### src/rtl/lc3_hazard_ctrl.sv
// Hazard controller for the LC-3 five-stage pipeline. It produces the stage
// enables, branch redirect and operand forwarding selects, and sequences the
// data-memory phases with a timeout. It also counts fetch-stall cycles.
module lc3_hazard_ctrl #(
    parameter bit          BYPASS_EN   = 1'b1,
    parameter int unsigned MEM_TIMEOUT = 64,
    parameter int unsigned CNT_W       = 16
) (
    input  logic             clk,
    input  logic             rst,
    input  logic [15:0]      IR,
    input  logic [15:0]      IR_Exec,
    input  logic             exec_valid,
    input  logic [2:0]       NZP,
    input  logic [2:0]       psr,
    input  logic             complete_data,
    input  logic             complete_instr,
    output logic             enable_updatePC,
    output logic             enable_fetch,
    output logic             enable_decode,
    output logic             enable_execute,
    output logic             enable_writeback,
    output logic             br_taken,
    output logic             bypass_alu_1,
    output logic             bypass_alu_2,
    output logic             bypass_mem_1,
    output logic             bypass_mem_2,
    output logic [2:0]       mem_state,
    output logic             mem_err,
    output logic [CNT_W-1:0] stall_cnt
);

    localparam int unsigned TW = $clog2(MEM_TIMEOUT);

    localparam logic [3:0] OP_BR  = 4'b0000;
    localparam logic [3:0] OP_ADD = 4'b0001;
    localparam logic [3:0] OP_LD  = 4'b0010;
    localparam logic [3:0] OP_ST  = 4'b0011;
    localparam logic [3:0] OP_AND = 4'b0101;
    localparam logic [3:0] OP_LDR = 4'b0110;
    localparam logic [3:0] OP_STR = 4'b0111;
    localparam logic [3:0] OP_NOT = 4'b1001;
    localparam logic [3:0] OP_LDI = 4'b1010;
    localparam logic [3:0] OP_STI = 4'b1011;
    localparam logic [3:0] OP_JMP = 4'b1100;
    localparam logic [3:0] OP_LEA = 4'b1110;

    typedef enum logic [2:0] {
        MS_READ  = 3'd0,
        MS_IND   = 3'd1,
        MS_WRITE = 3'd2,
        MS_IDLE  = 3'd3,
        MS_ABORT = 3'd4
    } mem_state_e;

    mem_state_e       mem_q, mem_d;
    logic [TW-1:0]    timer_q, timer_d;
    logic             ind_st_q, ind_st_d;
    logic [4:0]       en_q, en_d;   // {updatePC, fetch, decode, execute, writeback}
    logic             br_q, br_d;
    logic [3:0]       byp_q, byp_d; // {alu_1, alu_2, mem_1, mem_2}
    logic             err_q;
    logic [CNT_W-1:0] stall_q;

    logic [3:0] dec_op, exe_op;
    logic [2:0] src1, src2, dest;
    logic       src1_vld, src2_vld, alu_prod, mem_prod, hit1, hit2;
    logic       flush, interlock;

    logic unused_bits;
    assign unused_bits = ^{IR[4:3], IR_Exec[8:0]};

    // Operand/producer decode of the decode- and execute-stage instructions
    always_comb begin
        dec_op   = IR[15:12];
        exe_op   = IR_Exec[15:12];
        dest     = IR_Exec[11:9];
        src1     = IR[8:6];
        src1_vld = dec_op inside {OP_ADD, OP_AND, OP_NOT, OP_LDR, OP_STR, OP_JMP};
        src2     = (dec_op inside {OP_ADD, OP_AND}) ? IR[2:0] : IR[11:9];
        src2_vld = ((dec_op inside {OP_ADD, OP_AND}) && !IR[5]) ||
                   (dec_op inside {OP_ST, OP_STI, OP_STR});
        alu_prod = exe_op inside {OP_ADD, OP_AND, OP_NOT};
        mem_prod = exe_op inside {OP_LD, OP_LDR, OP_LDI, OP_LEA};
        hit1     = src1_vld && (src1 == dest);
        hit2     = src2_vld && (src2 == dest);
        flush    = exec_valid && ((exe_op == OP_JMP) ||
                                  ((exe_op == OP_BR) && (|(NZP & psr))));
        interlock = !BYPASS_EN && exec_valid && (alu_prod || mem_prod) && (hit1 || hit2);
    end

    // Memory phase sequencer next state with per-phase timeout
    always_comb begin
        mem_d    = mem_q;
        timer_d  = timer_q;
        ind_st_d = ind_st_q;
        unique case (mem_q)
            MS_IDLE: begin
                if (exec_valid) begin
                    unique case (exe_op)
                        OP_LD, OP_LDR: mem_d = MS_READ;
                        OP_LDI: begin
                            mem_d    = MS_IND;
                            ind_st_d = 1'b0;
                        end
                        OP_STI: begin
                            mem_d    = MS_IND;
                            ind_st_d = 1'b1;
                        end
                        OP_ST, OP_STR: mem_d = MS_WRITE;
                        default: mem_d = MS_IDLE;
                    endcase
                end
            end
            MS_READ, MS_IND, MS_WRITE: begin
                if (complete_data) begin
                    if (mem_q == MS_IND) begin
                        mem_d = ind_st_q ? MS_WRITE : MS_READ;
                    end else begin
                        mem_d = MS_IDLE;
                    end
                end else if (timer_q == TW'(MEM_TIMEOUT - 1)) begin
                    mem_d = MS_ABORT;
                end else begin
                    timer_d = timer_q + TW'(1);
                end
            end
            MS_ABORT: mem_d = MS_IDLE;
            default:  mem_d = MS_IDLE;
        endcase
        if (mem_d != mem_q) begin
            timer_d = '0;
        end
    end

    // Stage enables by priority: memory stall, flush, interlock, fetch wait
    always_comb begin
        en_d  = 5'b11111;
        br_d  = 1'b0;
        byp_d = '0;
        if (mem_d != MS_IDLE) begin
            en_d = 5'b00000;
        end else if (flush) begin
            en_d = 5'b11001;
            br_d = 1'b1;
        end else if (interlock) begin
            en_d = 5'b00001;
        end else if (!complete_instr) begin
            en_d = 5'b00011;
        end
        if (BYPASS_EN) begin
            byp_d = {hit1 && alu_prod, hit2 && alu_prod, hit1 && mem_prod, hit2 && mem_prod};
        end
    end

    // State and registered outputs
    always_ff @(posedge clk) begin
        if (rst) begin
            mem_q    <= MS_IDLE;
            timer_q  <= '0;
            ind_st_q <= 1'b0;
            en_q     <= '0;
            br_q     <= 1'b0;
            byp_q    <= '0;
            err_q    <= 1'b0;
            stall_q  <= '0;
        end else begin
            mem_q    <= mem_d;
            timer_q  <= timer_d;
            ind_st_q <= ind_st_d;
            en_q     <= en_d;
            br_q     <= br_d;
            byp_q    <= byp_d;
            err_q    <= (mem_d == MS_ABORT);
            if (!en_q[3] && (stall_q != {CNT_W{1'b1}})) begin
                stall_q <= stall_q + CNT_W'(1);
            end
        end
    end

    assign enable_updatePC  = en_q[4];
    assign enable_fetch     = en_q[3];
    assign enable_decode    = en_q[2];
    assign enable_execute   = en_q[1];
    assign enable_writeback = en_q[0];
    assign br_taken         = br_q;
    assign bypass_alu_1     = byp_q[3];
    assign bypass_alu_2     = byp_q[2];
    assign bypass_mem_1     = byp_q[1];
    assign bypass_mem_2     = byp_q[0];
    assign mem_state        = mem_q;
    assign mem_err          = err_q;
    assign stall_cnt        = stall_q;

endmodule

### config.mk
export PLATFORM = sky130hd
export DESIGN_NAME = lc3_hazard_ctrl
export DESIGN_NICKNAME = d
export VERILOG_FILES = /design/src/rtl/lc3_hazard_ctrl.sv
export SDC_FILE = /design/constraint.sdc
export NUM_CORES = 1
export LEC_CHECK = 0
export BUFFER_PORTS_ARGS = -buffer_cell sky130_fd_sc_hd__buf_2
export CELL_PAD_IN_SITES_DETAIL_PLACEMENT = 0
export CELL_PAD_IN_SITES_GLOBAL_PLACEMENT = 1
export CORE_ASPECT_RATIO = 2
export CORE_UTILIZATION = 37
export DETAILED_ROUTE_END_ITERATION = 10
export PLACE_DENSITY = 0.87
export SLEW_MARGIN = 20
export SYNTH_ARGS = -nofsm -noshare
export SYNTH_HDL_FRONTEND = slang
export SYNTH_SLANG_ARGS = --single-unit
### constraint.sdc
create_clock -name clk -period 4.9 [get_ports clk]
set_clock_uncertainty 0.2 [all_clocks]
set_input_delay 0.245 -clock clk [delete_from_list [all_inputs] [get_ports clk]]
set_output_delay 0.245 -clock clk [all_outputs]
set_load 0.01 [all_outputs]
# After elaboration in Yosys (flattened, before gate mapping)
# Cells that the tools add are included.
[word_totals]
word_cells = 87
output_inout_bits = 30
register_bits = 37
[op_classes]
n_eq_ne = 29
reduce_logical = 32
n_mux = 12
n_bitwise = 3
addsub = 2
[ops]
columns = ["cell", "count"]
rows = [
  ["equality test 4 bit, second input constant", 8],
  ["equality test 4 x 3 -> 1 bit, second input constant", 6],
  ["adder 16 x 1 -> 16 bit, second input constant", 1],
  ["inequality test 16 bit, second input constant", 1],
  ["equality test 4 x 2 -> 1 bit, second input constant", 3],
  ["2-to-1 mux 3 bit", 4],
  ["logical AND 1 bit", 10],
  ["2-to-1 mux 5 bit", 2],
  ["OR reduction 2 bit", 5],
  ["OR reduction 3 bit", 3],
  ["equality test 4 x 1 -> 1 bit, second input constant", 2],
  ["adder 6 x 1 -> 6 bit, second input constant", 1],
  ["equality test 3 x 2 -> 1 bit, second input constant", 2],
  ["equality test 3 bit", 2],
  ["equality test 6 bit, second input constant", 1],
  ["one-hot mux 2 bit (3 select lines)", 1],
  ["one-hot mux 3 bit (2 select lines)", 1],
  ["AND reduction 3 bit", 2],
  ["nonzero test 3 bit", 2],
  ["nonzero test 6 bit", 1],
  ["zero test 4 bit", 1],
  ["2-to-1 mux 2 bit", 2],
  ["nonzero test 2 bit", 2],
  ["nonzero test 4 bit", 1],
  ["other kinds (11)", 14],
]

# Logic depth before layout (Yosys ltp)
# Gate-level depths: netlist of run 1.
[depth]
depth_word = 7
ltp_mapped = 6
depth_no_buf = 6

# Worst setup path before layout of run 1
# Ideal clock, no wire load.
[synth_timing]
path_kind = "reg-to-reg"
startpoint = "reg stall_q[0] (netlist: stall_cnt[0])"
endpoint = "reg stall_q[8] (netlist: stall_cnt[8])"
setup_slack_ps = 2941
path_stages_with_launch = 7
arrival_ps = 1631
required_time_ps = 4572
period_less_slack_ps = 1959
path_buffers = 0
setup_time_ps = 128
cell_sequence = "dfxtp_1 -> ha_1 -> nand3_2 -> or4b_4 -> nand4_1 -> xor2_1 -> nor2_1"
[synth_via]
elab_chain_len = 2
word_cells_on_any_way = 3
classes_between = "add/sub: 1; eq/ne: 1; reduce/logical: 1"
[synth_lines]
columns = ["item", "line", "text"]
rows = [
  ["start: declaration", "63", "logic [CNT_W-1:0] stall_q;"],
  ["start signal: assignment", "176", "stall_q <= stall_q + CNT_W'(1);"],
  ["branches (longest 2 deep; another with adder 16 x 1 -> 16 bit)", "--", ""],
]
# Parallel ways; which one is timed is not known.
# A chain may end at the register's enable or synchronous reset.

# Worst setup path in the final report of run 1
[layout_timing]
startpoint = "reg timer_q[0]"
endpoint = "reg br_q (netlist: br_taken)"
[layout_via]
elab_chain_len = 6
[layout_lines]
columns = ["item", "line", "text"]
rows = [
  ["start: declaration", "57", "logic [TW-1:0] timer_q, timer_d;"],
  ["start signal: assignment", "169", "timer_q <= timer_d;"],
  ["equality test 6 bit", "122", "end else if (timer_q == TW'(MEM_TIMEOUT - 1)) begin"],
  ["2-to-1 mux 3 bit", "122", ""],
  ["2-to-1 mux 3 bit", "116", "if (complete_data) begin"],
  ["one-hot mux 3 bit (2 select lines)", "97", "unique case (mem_q)"],
  ["inequality test 3 x 2 -> 1 bit", "141", "if (mem_d != MS_IDLE) begin"],
  ["OR reduction 2 bit (no source line)", "--", ""],
  ["end signal: assignment", "172", "br_q <= br_d;"],
  ["end: declaration", "60", "logic br_q, br_d;"],
]
# Every way passes these cells.

==> impl_results.md, run 1 <==
- Share of layout cells above drive strength 1: 28.8%
- Metal-1 WL: 1460 um
- Die width: 50.9 um
- Drt initial violations: 32
- Io pins: 73
- Compound-Gate Fraction of Synth Area: 11.4%
- Peak VDD IR: 0.166 mV
- ANT cells: 0
- Final Hold Viols: 0
- Cells along the critical path: ha_1 -> and3_1 -> a21oi_1 -> o32ai_1 -> nand4b_1 -> a211oi_1
- Total Power: 577 uW
- Post-CTS setup buffers: 0
- Area growth from synthesis to layout: 25.0%
- Simple-gate portion of the synthesized area: 29.9%
- H-tree levels: 2
- Status: completed
- Yosys warnings: 0
- CTS tree: yes
- NetSw: 144 uW
- Tightest Hold Check Type: in2reg
- Area of the mapped netlist: 0.00177 mm2
- Avg Vias per Cell: 5.23
- Cell variety after synth: 42
- Clock tree sinks: 36
- Post-synthesis register bit count: 36
- Maximum clock rate: 491 MHz
- Routed wire length: 4000 um
- PnR worst setup slack: 2.86 ns
- Core box area: 0.00460 mm2
- Post-detailed-route wirelength per cell: 12.4 um
- Post-CTS Hold Fix Bufs: 1
- Switching Share: 25.0%
- Clock insertion delay at the later pin of the skew report: 0.28 ns
- Initial Util: 38.4%
- Mean Syn Cell Area: 8.75 um2
- Rows: 35
- Worst EP required: 4.90 ns
- Largest net degree at the start of global routing: 25
- Clock Power Share: 33.4%
- Die footprint: 0.00508 mm2
- Area contributors post-synth: dfxtp_1 (41%), nor2_1 (6.6%), xnor2_1 (6.4%), nand2_1 (4.0%), mux2i_1 (4.0%)
- Root Driver: clkbuf_8
- Num CTS Buffers: 5
- Non-Filler Instances: 322
- Grt ovf: 0
- Critical path type: reg2reg
- Met2 wire len: 2290 um
- Cts repair resizes: 0
- Internal cell power: 432 uW
- LEAKAGE: 0.000926 uW
- Synth Area in Adders: 1.42%
- Vias in the first global route: 1644
- Post-synthesis mux area share: 4.60%
- Final nets: 312
- Top layer in use: met4
- Min Tclk post-route: 2.04 ns
- Placed Cells: 314
- RSZ-0062 raised after global routing: no
- Slowest cell on the critical path: dfxtp_1
- Fillers: 475
- Largest family of logic cells by synthesized area: simple AND/OR/NAND/NOR gates
- Sequential power share: 53.7%
- Clock transition at path regs: 0.07 ns
- Worst Max-Slew Pin Slew: 0.687 ns
- Vias post-DR: 1685
- Post-detail-place hpwl: 3180 um
- Crit-path max FO: 5
- First-pass GRT wire length: 6870 um
- Leading area contributor after synthesis: dfxtp_1
- Seq/Total Area, Yosys: 40.8%
- Final ANT Viol Nets: 0
- Synthesized Nets: 247
- Post-route setup TNS: 0 ns
- GRT Util Overall: 17.7%
- Pre-antenna DRT Iters: 4
- Final setup violation count: 0
- GP Congestion: 0.775
- Port Buffers: 61
- Combinational cell fraction of total power: 12.9%
- XOR/XNOR share of the synthesized area: 9.91%
- Share of the synthesized area in the top cell type: 40.8%
- Chip height: 99.8 um
- Mapped Cells: 202
- WL met3: 180 um
- Pre-CTS setup slack: 2.88 ns
- Max Root-Sink Buffers: 2
- Startpoint Class: flip-flop
- Reported max-cap violation count: 0
- Crit share post-route: 41.6%
- Drt drc: 0
- Slew Limit Fails: 0
- Initial antenna violation count: 0
- WP data arrival: 2.04 ns
- Slew Limit Headroom: 54.1%
- CP endpoint kind: flip-flop
- PwrDens: 261 mW/mm2
- CP peak stage delay: 0.34 ns
[cells in the final DEF (no fill, tap or decap), types with 2 or more instances in the layout]
| master | netlist | routed |
|---|---|---|
| or3_1 | 4 | 4 |
| clkbuf_8 | 0 | 5 |
| and2_1 | 3 | 3 |
| nor2_1 | 31 | 31 |
| xor2_1 | 7 | 7 |
| nand3_1 | 6 | 6 |
| a211oi_1 | 3 | 3 |
| nand2_1 | 19 | 19 |
| and3_1 | 2 | 2 |
| nor3b_1 | 2 | 2 |
| inv_1 | 4 | 4 |
| nand4_2 | 2 | 2 |
| xnor2_1 | 13 | 13 |
| mux2i_1 | 7 | 7 |
| o21ai_0 | 6 | 6 |
| ha_1 | 2 | 2 |
| dfxtp_1 | 36 | 36 |
| a21oi_1 | 9 | 9 |
| nand2b_1 | 3 | 3 |
| nor4_1 | 8 | 8 |
| buf_2 | 1 | 61 |
| nor3_1 | 8 | 8 |
| nand4_1 | 5 | 5 |
[power groups by stage]
| stage | combinational, uW | clock, uW | sequential, uW |
|---|---|---|---|
| after floorplan | 39.7 | 0 | 318 |
| after global placement | 73.1 | 0 | 316 |
| after detailed placement | 74.9 | 0 | 316 |
| after CTS | 75.8 | 201 | 309 |
| after global routing | 84.1 | 213 | 311 |
| final | 74.4 | 192 | 310 |
[per-stage QoR]
stage	util [%]	instance area, um2	hold slack (ns)
after floorplan	-	1770	0.122
after global placement	46.1	2120	0.279
after global routing	48.1	2210	0.0465
after CTS	48.1	2210	0.0165
after detailed placement	46.1	2120	0.290
final	48.1	2210	0.0260
[worst paths after layout]
check / from / end / slack, ns / cells past startpoint
setup / recovery: timer_q[0] / br_taken / 2.86 / 6
hold / removal: exec_valid / br_taken / 0.03 / 3
setup reg to reg: timer_q[0] / br_taken / 2.86 / 6
hold reg to reg: ind_st_q / ind_st_q / 0.30 / 2
[registers in the layout (all words and copies together), names as in the netlist]
name / count
br_taken: 1
byp_q: 4
en_q: 4
ind_st_q: 1
mem_err: 1
mem_state: 3
stall_cnt: 16
timer_q: 6
[worst max-delay path, delay by kind of cell, from the launching register on]
family	cells	cell delay, ns
AOI/OAI and AO/OA	3	0.64
adders and majority gates	1	0.25
DFF	1	0.34
and+or+nand+nor	2	0.52
[layer usage]
| metal | vias up | GRT usage (%) |
|---|---|---|
| met2 | 51 | 33.8 |
| met5 | - | 0 |
| li1 | 855 | - |
| met1 | 773 | 17.3 |
| met3 | 6 | 3.67 |
| met4 | 0 | 7.69 |
[layout make-up]
cell class              instances  area, um2  share of cell area (%)
clock inverters                 1       5.00                   0.227
flip-flops and latches         36        721                    32.6
inverters                       4       15.0                   0.680
repair buffers                 62        315                    14.3
multi-input cells             158       1010                    45.8
clock buffers                   6       72.6                    3.28
well taps                      55       68.8                    3.11
[cell usage after synthesis, drive strengths merged]
cell and number:
inv 4, mux2i 7, xnor2 13, o21ai 6, a222oi 1, o22ai 1, or3 4, o32ai 1
ha 2, dfxtp 36, o31ai 1, nor3b 2, nand3 7, nor3 8, nand2b 3, and4 2
a21oi 9, mux2 1, and3 2, o2111ai 1, o211ai 1, xor2 7, clkbuf 2, o21bai 1
nor4 8, a211oi 3, nand4 7, a211o 2, buf 2, or4b 1, and2 3, nand4b 1
nor4b 1, a21o 1, a311oi 1, nand2 19, nor2 31
[cell families after synthesis]
kind of cell               count (synthesis)
AOI/OAI and AO/OA                         29
xor gates and xnor gates                  20
DFF                                       36
muxes                                      8
and+or+nand+nor                           99
buffers and inverters                      8
adders and majority gates                  2
(Power assumes the default switching activity.)
==> run 2: changes to the inputs <==
Settings changed: CORE_UTILIZATION 37 to 31, PLACE_DENSITY 0.87 to 0.78.
Clock period 4.9 ns to 1.8 ns, I/O delays scaled along.
==> run 2 against run 1 <==
Compared with the run above:
- the flow now finishes with violations (negative hold slack, negative setup slack)
- register-to-register slack got worse by 2.9 ns
- die area increased by 19%
- via count increased by 14%
- hold slack got worse by 0.068 ns
- wire length increased by 19%
- non-clock buffer count increased by 56
- sequential power increased to 2.7 times the previous value
==> impl_results.md, run 2 (same netlist as run 1, synthesis figures left out) <==
- Fillers: 528
- NetSw: 438 uW
- Chip height: 109 um
- Core box area: 0.00547 mm2
- Combinational cell fraction of total power: 16.5%
- Clock insertion delay at the later pin of the skew report: 0.28 ns
- CP delay by family, top: simple AND/OR/NAND/NOR gates
- Largest net degree at the start of global routing: 24
- ANT cells: 0
- Min Tclk post-route: 1.81 ns
- Worst EP required: 1.78 ns
- Area growth from synthesis to layout: 61.1%
- Avg Vias per Cell: 4.99
- Crit-path max FO: 4
- Switching Share: 23.9%
- Post-detail-place hpwl: 3620 um
- DP Area: 0.00245 mm2
- H-tree levels: 2
- Internal cell power: 1390 uW
- Commonest non-fill, non-tap cells in the layout: buf_2 (61), buf_4 (42), nor2_1 (31)
- CP endpoint kind: flip-flop
- Final ANT Viol Nets: 0
- Grt ovf: 0
- Crit share post-route: 101%
- First-pass GRT wire length: 7740 um
- Slew Limit Fails: 0
- Clock Power Share: 37.7%
- Final Hold Viols: 2
- PnR worst setup slack: -0.0149 ns
- Initial Util: 32.3%
- CP peak stage delay: 0.57 ns
- Root Driver: clkbuf_8
- Failing checks: negative hold slack, negative setup slack
- Startpoint Class: flip-flop
- Die width: 55.4 um
- Reported max-cap violation count: 0
- Initial antenna violation count: 0
- Share of layout cells above drive strength 1: 47.2%
- Sequential power share: 45.8%
- Post-detailed-route wirelength per cell: 12.4 um
- Worst Max-Slew Pin Slew: 0.404 ns
- Port Buffers: 61
- Final instance area: 0.00285 mm2
- Clock transition at path regs: 0.07 ns
- Final nets: 368
- GP Congestion: 0.832
- Rows: 38
- Hold Slack: -0.0416 ns
- Maximum clock rate: 551 MHz
- Area occupied by multi-input gates: 0.00114 mm2
- Pre-antenna DRT Iters: 4
- Die footprint: 0.00603 mm2
- Reg area: 739 um2
- Drt initial violations: 36
- Vias in the first global route: 1926
- CP bufs+invs: 0
- Slew Limit Headroom: 72.9%
- GRT Util Overall: 16.1%
- Vias post-DR: 1915
- Most common cell after layout, fill and taps aside: buf_2
- Io pins: 73
- LEAKAGE: 0.00124 uW
- CTS tree: yes
- Status: finished, violations left
- Tightest Hold Check Type: in2reg
- Slowest cell on the critical path: or4b_4
- Num CTS Buffers: 5
- Cells along the critical path: ha_4 -> nand3_4 -> or4b_4 -> nand4_1 -> xor2_1 -> nor2_1
- Peak VDD IR: 0.419 mV
- WP data arrival: 1.79 ns
- Routed wire length: 4780 um
- Pre-CTS setup slack: -0.0376 ns
- RSZ-0062 raised after global routing: yes
- PwrDens: 643 mW/mm2
- Max Root-Sink Buffers: 2
- Clock tree sinks: 36
- Critical path type: reg2reg
- Number of flip-flops under the largest register name: 16
- Final setup violation count: 3
- Drt drc: 0
run 2: cell count changes in the layout (fill, tap and decap cells not counted), moves of 3 or more:
cell           before  now
buf_4               0   42
nor4_2              0    4
dfxtp_2             0    9
dlygate4sd3_1       1   13
nor3_1              8    5
nor4_1              8    4
dfxtp_1            36   25
run 2: worst min-delay path: stages:
cell	delay, ns
buf_2	0.10
xor2_1	0.06
nand2_1	0.09
nor3_2	0.05
run 2: what timing repair did:
action	in CTS	in global routing
endpoints found under the hold margin	10	0
hold buffers	15	0
resized for setup	5	25
endpoints found under the setup margin	9	19
pin swaps	7	14
setup buffers	1	4
run 2: routing by layer:
metal | part of all wire [%] | routed length [um] | GRT usage (%) | up-vias
met5 | 0 | 0 | 0 | -
met4 | 1.6 | 78 | 6.61 | 0
met3 | 2.3 | 111 | 2.85 | 6
met2 | 60 | 2860 | 34.9 | 41
met1 | 36 | 1720 | 13.6 | 904
li1 | - | - | - | 964
run 2: power by group through the flow:
stage / combinational (uW) / clock [uW] / sequential, uW
2_1_floorplan: 112 / 0 / 872
3_3_place_gp: 252 / 0 / 857
3_5_place_dp: 255 / 0 / 858
4_1_cts: 285 / 713 / 839
5_1_grt: 333 / 752 / 840
6_report: 302 / 690 / 839
run 2: cell type report:
cell class              instances  share of cell area, %
clock buffers                   6                   2.55
clock inverters                 2                   1.23
inverters                       4                  0.527
multi-input cells             158                   39.9
flip-flops and latches         36                   26.0
well taps                      60                   2.64
repair buffers                118                   27.2
run 2: final timing paths:
kind | from | to | slack (ns) | depth (start not counted)
hold / removal | IR_Exec[10] | byp_q[0] | -0.04 | 4
hold reg to reg | ind_st_q | ind_st_q | 0.29 | 2
setup / recovery | stall_cnt[0] | stall_cnt[8] | -0.01 | 6
setup reg to reg | stall_cnt[0] | stall_cnt[8] | -0.01 | 6
run 2: metrics by stage:
step	TNS [ns]	total power, uW	std cells	utilization, %
floorplan	0	984	202	-
global placement	-0.0656	1110	358	44.8
detailed placement	-0.168	1110	358	44.8
CTS	-0.116	1840	382	50.1
global route	-0.343	1930	384	52.1
finish	-0.0287	1830	384	52.1
